### src/rtl/pattern_detect_pkg.sv
// rtl/pattern_detect_pkg.sv - shared types and helpers for the pattern detector
// Purpose: FSM state encoding, state width and fill-counter width helper.
// Ports: none (package).
package pattern_detect_pkg;

  localparam int STATE_W = 2;

  typedef enum logic [STATE_W-1:0] {
    EMPTY = 2'b00,
    FILL  = 2'b01,
    ARMED = 2'b10
  } state_t;

  // Fill counter must hold values 0..PAT_W inclusive.
  function automatic int fill_width(input int pat_w);
    return $clog2(pat_w + 1);
  endfunction

endpackage

### src/rtl/pd_sat_counter.sv
// rtl/pd_sat_counter.sv - saturating up-counter with clear priority
// Purpose: counts inc pulses, sticks at all-ones, clr wins over inc.
// Ports: clk, rst (async active-high), inc, clr, count[CNT_W-1:0].
module pd_sat_counter #(
  parameter int CNT_W = 8
) (
  input  logic             clk,
  input  logic             rst,
  input  logic             inc,
  input  logic             clr,
  output logic [CNT_W-1:0] count
);

  localparam logic [CNT_W-1:0] CNT_MAX = '1;

  always_ff @(posedge clk or posedge rst) begin
    if (rst) begin
      count <= '0;
    end else if (clr) begin
      count <= '0;
    end else if (inc && (count != CNT_MAX)) begin
      count <= count + CNT_W'(1);
    end
  end

endmodule

### src/rtl/pattern_detector_param.sv
// rtl/pattern_detector_param.sv - parametrised serial bit-pattern detector
// Purpose: matches a PAT_W-bit PATTERN (MSB first) on a valid-gated serial
//   stream, overlapping or non-overlapping, with a saturating match counter.
// Ports: clk, rst (async active-high), datain, din_valid, overlap_en,
//   clear_cnt, pattern_detected (registered pulse), match_count[CNT_W-1:0],
//   state[1:0] (debug FSM view), care_mask[PAT_W-1:0] (PATDET_MASK_EN only).
// Optional feature macro: PATDET_MASK_EN.
module pattern_detector_param
  import pattern_detect_pkg::*;
#(
  parameter int               PAT_W   = 3,
  parameter logic [PAT_W-1:0] PATTERN = 3'b101,
  parameter int               CNT_W   = 8
) (
`ifdef PATDET_MASK_EN
  input  logic [PAT_W-1:0]   care_mask,
`endif
  input  logic               clk,
  input  logic               rst,
  input  logic               datain,
  input  logic               din_valid,
  input  logic               overlap_en,
  input  logic               clear_cnt,
  output logic               pattern_detected,
  output logic [CNT_W-1:0]   match_count,
  output logic [STATE_W-1:0] state
);

  localparam int             FW   = fill_width(PAT_W);
  localparam logic [FW-1:0]  FULL = FW'(PAT_W);

  logic [PAT_W-1:0] sr;
  logic [FW-1:0]    fill;
  state_t           st;

  logic [PAT_W-1:0] sr_next;
  logic [FW-1:0]    fill_next;
  logic [PAT_W-1:0] mask;
  logic             match;

`ifdef PATDET_MASK_EN
  assign mask = care_mask;
`else
  assign mask = '1;
`endif

  // Match is judged on the post-shift contents, i.e. including this edge's bit.
  always_comb begin
    sr_next   = (sr << 1) | {{(PAT_W-1){1'b0}}, datain};
    fill_next = (fill == FULL) ? fill : fill + FW'(1);
    match     = din_valid && (fill_next == FULL) &&
                (((sr_next ^ PATTERN) & mask) == '0);
  end

  always_ff @(posedge clk or posedge rst) begin
    if (rst) begin
      sr               <= '0;
      fill             <= '0;
      st               <= EMPTY;
      pattern_detected <= 1'b0;
    end else begin
      pattern_detected <= match;
      if (din_valid) begin
        if (match && !overlap_en) begin
          // Non-overlapping: consumed bits cannot contribute to the next match.
          sr   <= '0;
          fill <= '0;
          st   <= EMPTY;
        end else begin
          sr   <= sr_next;
          fill <= fill_next;
          st   <= (fill_next == FULL) ? ARMED : FILL;
        end
      end
    end
  end

  assign state = st;

  pd_sat_counter #(
    .CNT_W (CNT_W)
  ) u_match_cnt (
    .clk   (clk),
    .rst   (rst),
    .inc   (match),
    .clr   (clear_cnt),
    .count (match_count)
  );

endmodule

### config.mk
export PLATFORM = sky130hd
export DESIGN_NAME = pattern_detector_param
export DESIGN_NICKNAME = d
export VERILOG_FILES = /design/src/rtl/pattern_detect_pkg.sv /design/src/rtl/pd_sat_counter.sv /design/src/rtl/pattern_detector_param.sv
export SDC_FILE = /design/constraint.sdc
export NUM_CORES = 1
export LEC_CHECK = 0
export BUFFER_PORTS_ARGS = -buffer_cell sky130_fd_sc_hd__buf_2
export CAP_MARGIN = 40
export CORE_MARGIN = 1
export CORE_UTILIZATION = 30
export DETAILED_ROUTE_END_ITERATION = 8
export PLACE_DENSITY_LB_ADDON = 0.25
export SLEW_MARGIN = 20
export SYNTH_ARGS = -nofsm -noshare
export SYNTH_HDL_FRONTEND = slang
export SYNTH_SLANG_ARGS = --single-unit
### constraint.sdc
create_clock -name clk -period 3.6 [get_ports clk]
set_input_delay 1.08 -clock clk [delete_from_list [all_inputs] [get_ports clk]]
set_output_delay 1.08 -clock clk [all_outputs]
set_load 0.1 [all_outputs]
# Yosys cells after proc, flatten, opt, wreduce, memory -nomap -nowiden
# Index checks and enable logic that the tools add are counted.
# word_totals
regBits	15
latch_bits	0
mem_bits_rw	0
mem_bits_ro	0
in_bits	6
out_inout_bits	11
word_cells	26
n_memories	0
# classes
addsub	2
n_mul	0
div_mod_pow	0
magnitude_cmp	0
n_eq_ne	3
shifts	0
n_mux	7
bitwise_logic	2
n_reduce_logical	7
# ops
op	count
$mux 8	2
$mux 2	5
$add 8x1->8 const B	1
$ne 8x8->1 const B	1
$eq 2x2->1 const B	2
$logic_and 1x1->1	4
$logic_not 3->1	1
$or 3x1->3	1
$add 2x1->2 const B	1
$not 2->2	1
$reduce_bool 2->1	1
$logic_not 1->1	1

# Logic depth before layout (Yosys ltp)
# Gate-level depths: netlist of run 1.
# logic_depth
ltp_word	8
mapped_depth	5
ltp_nobuf	5

# By module
# Synthesis of run 1 repeated with hierarchy kept, for this count alone.
# unflattened
hier_cells	74
hier_area_um2	808.3
# modules_own_cells
module	instances	cells_each	area_per_inst_um2	seq_area_each_um2
pd_sat_counter	1	49	504.2	200.2
pattern_detector_param	1	25	304.0	175.2

# Worst setup path before layout of run 1
# OpenSTA, ideal clock, no wires.
# synth_timing
path_type	register to register
from	register u_match_cnt.count[0]
to	register u_match_cnt.count[6]
setup_time_ps	78
arrival_time_ps	2151
required_time_ps	3522
path_slack_ps	1372
stages_incl_launch_ff	6
path_buffers	0
period_less_slack_ps	2228
path_cell_list	dfrtp_1 -> ha_1 -> and4_2 -> nand2_1 -> or3_1 -> a21oi_1
# synth_between
elab_chain_cells	3
word_cells_on_any_way	6
cone_classes	add/sub (1); eq/ne (1); mux (2); reduce/logical (2)
# synth_rtl
item	line_no	rtl
start: declaration	pd_sat_counter.sv:11	output logic [CNT_W-1:0] count
start signal: assignment	pd_sat_counter.sv:22	count <= count + CNT_W'(1);
$add 8x1->8 or $ne 8x8->1 (tied branches)	pd_sat_counter.sv:22, pd_sat_counter.sv:21	
$mux 8 or $logic_and 1x1->1 (tied branches)	pd_sat_counter.sv:21	end else if (inc && (count != CNT_MAX)) begin
$mux 8 or $reduce_bool 2->1 (tied branches)	n/a	
# Several ways; a longest one is shown, not always the timed one. The select of a mux whose other input is x is not followed.
# A chain may end at the register's enable or synchronous reset.

# Final worst setup path of run 1
# layout_timing
from	register u_match_cnt.count[3]
to	output match_count[3]
# layout_lines
item	line_no	rtl
end: declaration	pattern_detector_param.sv:25	output logic [CNT_W-1:0] match_count,
# No word-level cell between the ends.

==> impl_metrics.py, run 1 <==
metrics = {
    "logic_synthesis": {
        "avgSynthCellArea_um2": 10.9,
        "yosysSeqAreaShare_pct": 47.9,
        "syn_nets": 79,
        "yosysUniqueCellTypes": 30,
        "ys_seq_elements": 15,
        "yosys.area_share.simple_pct": 18.2,
        "ys_warn_count": 0,
        "synth_top_family_by_area": "compound AO/OA/AOI/OAI gates",
        "synth-adder-area-share_pct": 1.60,
        "synth_xor_area_share_pct": 5.59,
        "synth-compound-area-share_pct": 18.2,
        "synth_cells": 72,
        "synth_mux_area_share_pct": 3.99,
        "netlist_area_um2": 783,
    },
    "drt": {
        "drcViolationCount": 0,
        "dr.pass1.iters": 4,
        "avgRoutedWirePerCell_um": 12.9,
        "viasPerCell": 4.91,
        "drt_iter0_drc": 7,
        "vias": 584,
        "wl_mm": 1.54,
        "antenna_left": 0,
    },
    "critical_path": {
        "critPathBufInv": 1,
        "crit_chain": "buf_2",
        "crit_path_end_kind": "output port",
        "critPathMaxStageDelay_ps": 500,
        "crit_arrival_ps": 1290,
        "critPathLaunch": "u_match_cnt.count[3]",
        "r2r_start": "u_match_cnt.count[0]",
        "crit_type": "reg2out",
        "required_ps": 2520,
        "critPathLaunchType": "register",
        "critPathTopFamily": "flip-flops",
        "cp_slowest_cell": "dfrtp_1",
        "crit_fanout": 8,
    },
    "die": {
        "initial_core_util_pct": 31.6,
        "fp-row-count": 18,
        "top_level_ports": 17,
        "coreArea_um2": 2480,
        "dieArea_um2": 2820,
        "die_y_um": 53.1,
        "chipWidth_um": 53.1,
    },
    "cells_and_area": {
        "final_cell_mix": "buf_2, dfrtp_1, nor2_1",
        "layout_commonest_cell": "buf_2",
        "n_antenna_cell": 0,
        "post-route-cell-area_um2": 915,
        "final_layout_size_suffix_gt1_share_pct": 29.2,
        "fillerInstances": 263,
        "nNetsFinal": 97,
        "area_growth_pct": 16.8,
    },
    "timing": {
        "fmaxAchievable_mhz": 421,
        "tightest_slew_ps": 568,
        "fin_crit_ps": 2370,
        "relSlewSlack_pct": 62.1,
        "period_share_pct": 65.9,
        "fin_tns_setup_ps": 0,
        "finalClockSkew_ps": 12.4,
        "rsz0062_at_grt": "false",
        "fin_ws_ps": 1230,
        "finalSetupViolCount": 0,
        "drv_slew": 0,
        "hold_viol": 0,
        "hold_ws_ps": 525,
    },
    "cts": {
        "htreeDepth": 1,
        "tritoncts": "yes",
        "root_buffer": "clkbuf_4",
        "post_cts_resized": 0,
        "cts_inserted_buffers": 3,
        "cts_setup_buffers": 0,
        "clk_latency_ps": 300,
        "path_clk_slew_ps": 100,
        "cts.sinks": 15,
        "cts-hold-fix-buffers": 0,
        "cts.path.max_buffers": 2,
    },
    "global_routing": {
        "grt_use_total_pct": 13.5,
        "grt_pass1_vias": 540,
        "antenna_found_initial": 0,
        "gr-total-overflow": 0,
        "grt_pass1_wl_mm": 2.59,
        "grt_max_degree": 16,
    },
    "placement": {
        "gp_congestion": 0.719,
        "place_area_um2": 888,
        "dp_hpwl_mm": 1.08,
        "io_buffer_count": 16,
        "pre_cts_ws_ps": 1310,
    },
    "worst_hold_path": {
        "min_from": "state[0]",
        "hp-class": "reg2reg",
    },
    "power": {
        "p_comb_share_pct": 17.1,
        "power.leakage_nw": 0.449,
        "vdd_drop_max_mv": 0.191,
        "switching_share_pct": 32.6,
        "power_density_nw_per_um2": 379,
        "p_total_mw": 0.347,
        "intPower_mw": 0.234,
        "switching_power_mw": 0.113,
        "power_frac_seq_pct": 53.1,
        "p_clk_share_pct": 29.8,
    },
    "flow_run": {
        "drv_cap": 0,
    },
    "outcome": {
        "outcome": "complete, no violations",
    },
}
-- metal layers --
| metal | global-route usage, % | routed length, µm | vias up |
|---|---|---|---|
| li1 | - | - | 293 |
| met3 | 1.15 | 47 | 5 |
| met2 | 18.4 | 673 | 13 |
| met4 | 13.2 | 71 | 0 |
| met5 | 0 | 0 | - |
| met1 | 18.3 | 747 | 273 |
-- worst paths after layout --
kind / to / slack, ps / cells past startpoint
max: match_count[3] / 1230 / 1
min: state[0] / 520 / 2
max reg2reg: u_match_cnt.count[6] / 1980 / 5
min reg2reg: state[0] / 520 / 2
max in group asynchronous: u_match_cnt.count[0] / 2410 / 2
min in group asynchronous: pattern_detected / 810 / 2
-- power by group through the flow --
stage | Sequential (mW) | Clock, mW | Combinational (mW)
floorplan | 0.215 | 0 | 0.0200
CTS | 0.184 | 0.108 | 0.0601
global route | 0.186 | 0.113 | 0.0645
detailed placement | 0.188 | 0 | 0.0598
finish | 0.184 | 0.103 | 0.0594
global placement | 0.187 | 0 | 0.0599
-- cell families (layout without fill, tap and decap cells) --
logic type,count (synthesis),count (layout)
AND/OR/NAND/NOR,26,26
flip-flops,15,15
buffers and inverters,9,26
multiplexers,3,3
AO/OA/AOI/OAI,13,13
XOR/XNOR,5,5
adder cells (fa/ha/maj),1,1
-- through the flow --
step                instances  utilization (%)
CTS                       119             36.9
detailed placement        115             35.9
global route              119             36.9
global placement          115             35.9
floorplan                  72                -
finish                    119             36.9
-- area by class of cell --
type / instances / area (µm²) / share of cell area [%]
repair buffers: 16 / 80.1 / 8.76
inverters: 6 / 22.5 / 2.46
multi-input cells: 48 / 373 / 40.8
flip-flops and latches: 15 / 375 / 41.0
clock buffers: 4 / 26.3 / 2.87
well taps: 30 / 37.5 / 4.10
-- registers in the layout (all words and copies together) (netlist names) --
signal and cells:
sr 2, u_match_cnt.count 8, fill 2, state 2
pattern_detected 1
-- synthesized netlist by cell type, drive strengths merged --
| library cell | n | area [µm²] |
|---|---|---|
| a2111oi | 2 | 55.1 |
| a211oi | 1 | 7.51 |
| a21oi | 2 | 10.0 |
| a41oi | 1 | 8.76 |
| and3 | 1 | 6.26 |
| and4 | 1 | 10.0 |
| and4b | 1 | 13.8 |
| buf | 1 | 3.75 |
| clkbuf | 2 | 8.75 |
| dfrtp | 15 | 375 |
| ha | 1 | 12.5 |
| inv | 6 | 22.5 |
| mux2 | 1 | 11.3 |
| mux2i | 2 | 20.0 |
| nand2 | 6 | 22.5 |
| nand3 | 2 | 10.0 |
| nand4 | 3 | 25.0 |
| nand4b | 1 | 8.76 |
| nor2 | 8 | 30.0 |
| nor3 | 2 | 10.0 |
| o2111ai | 1 | 8.76 |
| o211ai | 1 | 21.3 |
| o21ai | 2 | 10.0 |
| o221ai | 1 | 8.76 |
| o22ai | 2 | 12.5 |
| or3 | 1 | 6.26 |
| xnor2 | 3 | 26.3 |
| xor2 | 2 | 17.5 |
Power figures use the tool's default switching activity.
==> run 2: changes to the inputs <==
- clock period: 3.6 -> 2.1 ns (I/O delays scaled with it)
==> run 2 against run 1 <==
Effect of this change: register-to-register slack worse by 1500 ps; die area unchanged; final area up 1.2%; total power up 68%; largest cell class unchanged.
==> impl_metrics.py, run 2 (same netlist as run 1, synthesis figures left out) <==
metrics = {
    "power": {
        "switching_share_pct": 31.1,
        "power.leakage_nw": 0.449,
        "power_density_nw_per_um2": 631,
        "p_comb_share_pct": 17.7,
        "power_frac_seq_pct": 54.2,
        "intPower_mw": 0.402,
        "p_total_mw": 0.584,
        "p_clk_share_pct": 28.1,
        "vdd_drop_max_mv": 0.268,
        "switching_power_mw": 0.182,
    },
    "global_routing": {
        "grt_pass1_wl_mm": 2.70,
        "grt_max_degree": 16,
        "antenna_found_initial": 0,
        "gr-total-overflow": 0,
        "grt_use_total_pct": 13.4,
        "grt_pass1_vias": 593,
    },
    "critical_path": {
        "critPathMaxStageDelay_ps": 480,
        "required_ps": 1470,
        "crit_chain": "buf_2",
        "crit_fanout": 7,
        "crit_arrival_ps": 1240,
        "critPathTopFamily": "flip-flops",
        "cp_slowest_cell": "dfrtp_1",
        "critPathLaunchType": "register",
        "critPathBufInv": 1,
        "crit_type": "reg2out",
        "crit_path_end_kind": "output port",
    },
    "cts": {
        "cts_inserted_buffers": 3,
        "htreeDepth": 1,
        "tritoncts": "yes",
        "path_clk_slew_ps": 90,
        "cts_setup_buffers": 0,
        "cts.path.max_buffers": 2,
        "cts.sinks": 15,
        "root_buffer": "clkbuf_4",
        "cts-hold-fix-buffers": 0,
        "post_cts_resized": 0,
        "clk_latency_ps": 280,
    },
    "cells_and_area": {
        "area_growth_pct": 18.2,
        "largest_reg_flops": 8,
        "largest_register": "u_match_cnt.count",
        "n_antenna_cell": 0,
        "layout_commonest_cell": "buf_2",
        "nNetsFinal": 98,
        "final_layout_size_suffix_gt1_share_pct": 33.3,
        "final_cell_mix": "buf_2, dfrtp_1, nor2_1",
    },
    "timing": {
        "fmaxAchievable_mhz": 535,
        "fin_tns_setup_ps": 0,
        "finalSetupViolCount": 0,
        "rsz0062_at_grt": "false",
        "finalClockSkew_ps": 2.25,
        "drv_slew": 0,
        "tightest_slew_ps": 574,
        "relSlewSlack_pct": 61.7,
        "hold_viol": 0,
        "period_share_pct": 89.0,
        "fin_crit_ps": 1870,
    },
    "outcome": {
        "outcome": "complete, no violations",
    },
    "placement": {
        "gp_congestion": 0.692,
        "dp_hpwl_mm": 1.12,
        "io_buffer_count": 16,
    },
    "drt": {
        "drcViolationCount": 0,
        "avgRoutedWirePerCell_um": 13.0,
        "drt_iter0_drc": 6,
        "viasPerCell": 4.96,
        "vias": 595,
        "antenna_left": 0,
        "dr.pass1.iters": 3,
        "wl_mm": 1.56,
    },
    "die": {
        "chipWidth_um": 53.1,
        "top_level_ports": 17,
        "dieArea_um2": 2820,
        "coreArea_um2": 2480,
        "initial_core_util_pct": 31.6,
        "die_y_um": 53.1,
        "fp-row-count": 18,
    },
    "flow_run": {
        "drv_cap": 0,
    },
    "worst_hold_path": {
        "hp-class": "in2async",
    },
}
[run 2: cell types whose count changed in the layout (fill, tap and decap cells not counted), sizes merged]
cell	delta
buf	+1
[run 2: area by class of cell]
cell class / count / area (µm²)
Inverter: 6 / 22.5
Clock buffer: 4 / 26.3
Multi-Input combinational cell: 48 / 373
Fill cell: 265 / 1550
Timing Repair Buffer: 17 / 87.6
Sequential cell: 15 / 379
Tap cell: 30 / 37.5
[run 2: per-stage QoR]
stage | area (µm²) | instances | setup slack, ps | util, % | hold WS, ps
after floorplan | 787 | 72 | 14.7 | - | 487
after global placement | 900 | 116 | 405 | 36.3 | 504
after detailed placement | 900 | 116 | 374 | 36.3 | 516
after CTS | 926 | 120 | 219 | 37.4 | 418
after global routing | 926 | 120 | 190 | 37.4 | 446
final | 926 | 120 | 231 | 37.4 | 390
[run 2: power by group through the flow]
| stage | sequential [mW] | clock [mW] | combinational [mW] |
|---|---|---|---|
| detailed placement | 0.322 | 0 | 0.105 |
| global route | 0.320 | 0.187 | 0.112 |
| global placement | 0.322 | 0 | 0.103 |
| CTS | 0.317 | 0.170 | 0.105 |
| finish | 0.316 | 0.164 | 0.103 |
| floorplan | 0.369 | 0 | 0.0342 |
[run 2: path summary, 6_finish.rpt]
check	cells past startpoint	to	slack, ps	start
min in group clk	2	state[0]	530	state[0]
max in group asynchronous	2	u_match_cnt.count[0]	1300	rst
min	2	state[0]	390	rst
max	1	match_count[4]	230	u_match_cnt.count[4]
max reg2reg	5	u_match_cnt.count[5]	440	u_match_cnt.count[0]
min reg2reg	2	state[0]	530	state[0]
[run 2: per-layer routing]
metal / track usage, % / part of all wire [%] / wire length [µm] / vias to the layer above
met1: 18.2 / 50 / 785 / 291
li1: - / - / - / 292
met5: 0 / 0 / 0 / -
met4: 6.58 / 1.1 / 17 / 0
met2: 20.7 / 46 / 714 / 10
met3: 1.72 / 2.4 / 38 / 2
[run 2: worst register-to-register path, cell delays in order, from the launching register on]
cell and delay (ps):
dfrtp_2 440, ha_1 270, and4_2 310, a2111oi_4 320, xnor2_1 160, nor2_1 50
==> run 3: changes to the inputs <==
==> constraint.sdc (replaced) <==
create_clock -name clk -period 2 [get_ports clk]
set_input_delay 0.3 -clock clk [delete_from_list [all_inputs] [get_ports clk]]
set_output_delay 0.3 -clock clk [all_outputs]
set_load 0.1 [all_outputs]
==> run 3 against run 2 <==
Effect of this change: clock skew shrank 1.2 ps; register-to-register slack lost 80 ps; via count shrank 0.17%; critical path depth grew 4; global-route usage grew 0.46 points; die area is the same; first-iteration DRC count grew 83%; final cell count shrank 0.83%; setup slack gained 130 ps; total power grew 3.9%; non-clock buffer count shrank 1; critical path type is now reg2reg; critical endpoint is now u_match_cnt.count[7]; largest power group unchanged.
==> impl_metrics.py, run 3 (same netlist as run 1, synthesis figures left out) <==
metrics = {
    "outcome": {
        "outcome": "complete, no violations",
    },
    "critical_path": {
        "crit_path_end_kind": "register",
        "critPathLaunchType": "register",
        "crit_arrival_ps": 1810,
        "critPathTopFamily": "flip-flops",
        "required_ps": 2170,
        "crit_chain": "ha_1 -> and4_2 -> a2111oi_4 -> xnor2_1 -> nor2_1",
        "crit_fanout": 5,
        "critPathMaxStageDelay_ps": 440,
        "critPathBufInv": 0,
        "cp_slowest_cell": "dfrtp_2",
        "crit_type": "reg2reg",
    },
    "cts": {
        "path_clk_slew_ps": 80,
        "htreeDepth": 1,
        "cts-hold-fix-buffers": 0,
        "tritoncts": "yes",
        "clk_latency_ps": 270,
        "cts_setup_buffers": 0,
        "cts_inserted_buffers": 3,
        "cts.sinks": 15,
        "cts.path.max_buffers": 2,
        "post_cts_resized": 0,
        "root_buffer": "clkbuf_4",
    },
    "placement": {
        "gp_congestion": 0.701,
        "place_area_um2": 895,
        "dp_hpwl_mm": 1.16,
        "io_buffer_count": 16,
    },
    "cells_and_area": {
        "fillerInstances": 267,
        "final_cell_mix": "buf_2, dfrtp_1, nor2_1",
        "n_antenna_cell": 0,
        "layout_commonest_cell": "buf_2",
        "post-route-cell-area_um2": 921,
        "area_growth_pct": 17.6,
        "regArea_um2": 382,
        "final_layout_size_suffix_gt1_share_pct": 34.8,
        "largest_register": "u_match_cnt.count",
        "nNetsFinal": 97,
        "largest_reg_flops": 8,
        "multiInputGateArea_um2": 373,
    },
    "drt": {
        "avgRoutedWirePerCell_um": 12.9,
        "antenna_left": 0,
        "drt_iter0_drc": 11,
        "dr.pass1.iters": 4,
        "viasPerCell": 4.99,
        "vias": 594,
        "drcViolationCount": 0,
        "wl_mm": 1.54,
    },
    "global_routing": {
        "grt_use_total_pct": 13.8,
        "grt.busiest_layer": "met2",
        "grtUsageMet3_pct": 2.59,
        "antenna_found_initial": 0,
        "gr-total-overflow": 0,
        "use_met1_pct": 17.6,
        "use_met2_pct": 21.7,
        "grt_pass1_vias": 602,
        "grt_pass1_wl_mm": 2.70,
        "grt_max_degree": 16,
    },
    "die": {
        "coreArea_um2": 2480,
        "dieArea_um2": 2820,
        "chipWidth_um": 53.1,
        "top_level_ports": 17,
        "die_y_um": 53.1,
        "fp-row-count": 18,
        "initial_core_util_pct": 31.6,
    },
    "flow_run": {
        "drv_cap": 0,
    },
    "worst_hold_path": {
        "hp-class": "in2async",
    },
    "timing": {
        "finalClockSkew_ps": 1.09,
        "hold_viol": 0,
        "hold_ws_ps": 57.7,
        "period_share_pct": 82.1,
        "relSlewSlack_pct": 62.8,
        "fin_tns_setup_ps": 0,
        "drv_slew": 0,
        "rsz0062_at_grt": "false",
        "fin_crit_ps": 1640,
        "fmaxAchievable_mhz": 609,
        "tightest_slew_ps": 557,
        "finalSetupViolCount": 0,
    },
    "power": {
        "power.leakage_nw": 0.441,
        "power_density_nw_per_um2": 659,
        "vdd_drop_max_mv": 0.246,
    },
}
-- run 3: layout make-up --
cell class	count	area share (%)
Clock buffer	4	2.85
Inverter	6	2.45
Sequential cell	15	41.4
Tap cell	30	4.08
Multi-Input combinational cell	48	40.5
Timing Repair Buffer	16	8.70
-- run 3: worst reg2reg max path, delay by kind of cell (launching register included) --
kind | cells | cell delay, ps
compound gates | 1 | 310
fa+ha+maj | 1 | 260
simple gates | 2 | 360
xor+xnor | 1 | 160
flops | 1 | 440
-- run 3: final timing paths --
| kind | start | to | slack (ps) | cells after the start |
|---|---|---|---|---|
| worst max-delay path | u_match_cnt.count[0] | u_match_cnt.count[7] | 360 | 5 |
| worst min-delay path | rst | fill[1] | 60 | 2 |
| worst max register to register | u_match_cnt.count[0] | u_match_cnt.count[7] | 360 | 5 |
| worst min register to register | state[0] | state[0] | 530 | 2 |
| max in group asynchronous | rst | u_match_cnt.count[3] | 1550 | 2 |
| min in group clk | clear_cnt | u_match_cnt.count[3] | 300 | 2 |
-- run 3: metrics by stage --
| stage | utilization [%] | cells | setup slack, ps | total power [mW] |
|---|---|---|---|---|
| after global routing | 37.2 | 119 | 264 | 0.645 |
| after CTS | 37.2 | 119 | 356 | 0.619 |
| after global placement | 36.1 | 115 | 416 | 0.445 |
| final | 37.2 | 119 | 357 | 0.607 |
| after detailed placement | 36.1 | 115 | 377 | 0.447 |
| after floorplan | - | 72 | 74.5 | 0.423 |
-- run 3: power by group --
group / leakage (nW) / total (mW) / internal (mW) / switching [mW]
Clock: 0.0150 / 0.168 / 0.0773 / 0.0907
Sequential: 0.186 / 0.332 / 0.319 / 0.0130
Combinational: 0.240 / 0.107 / 0.0245 / 0.0826
-- run 3: metal layers --
layer  share of wire (%)  wire length, µm
met1                  47              717
met2                  49              748
met3                 3.4               52
met4                 1.3               20
met5                   0                0
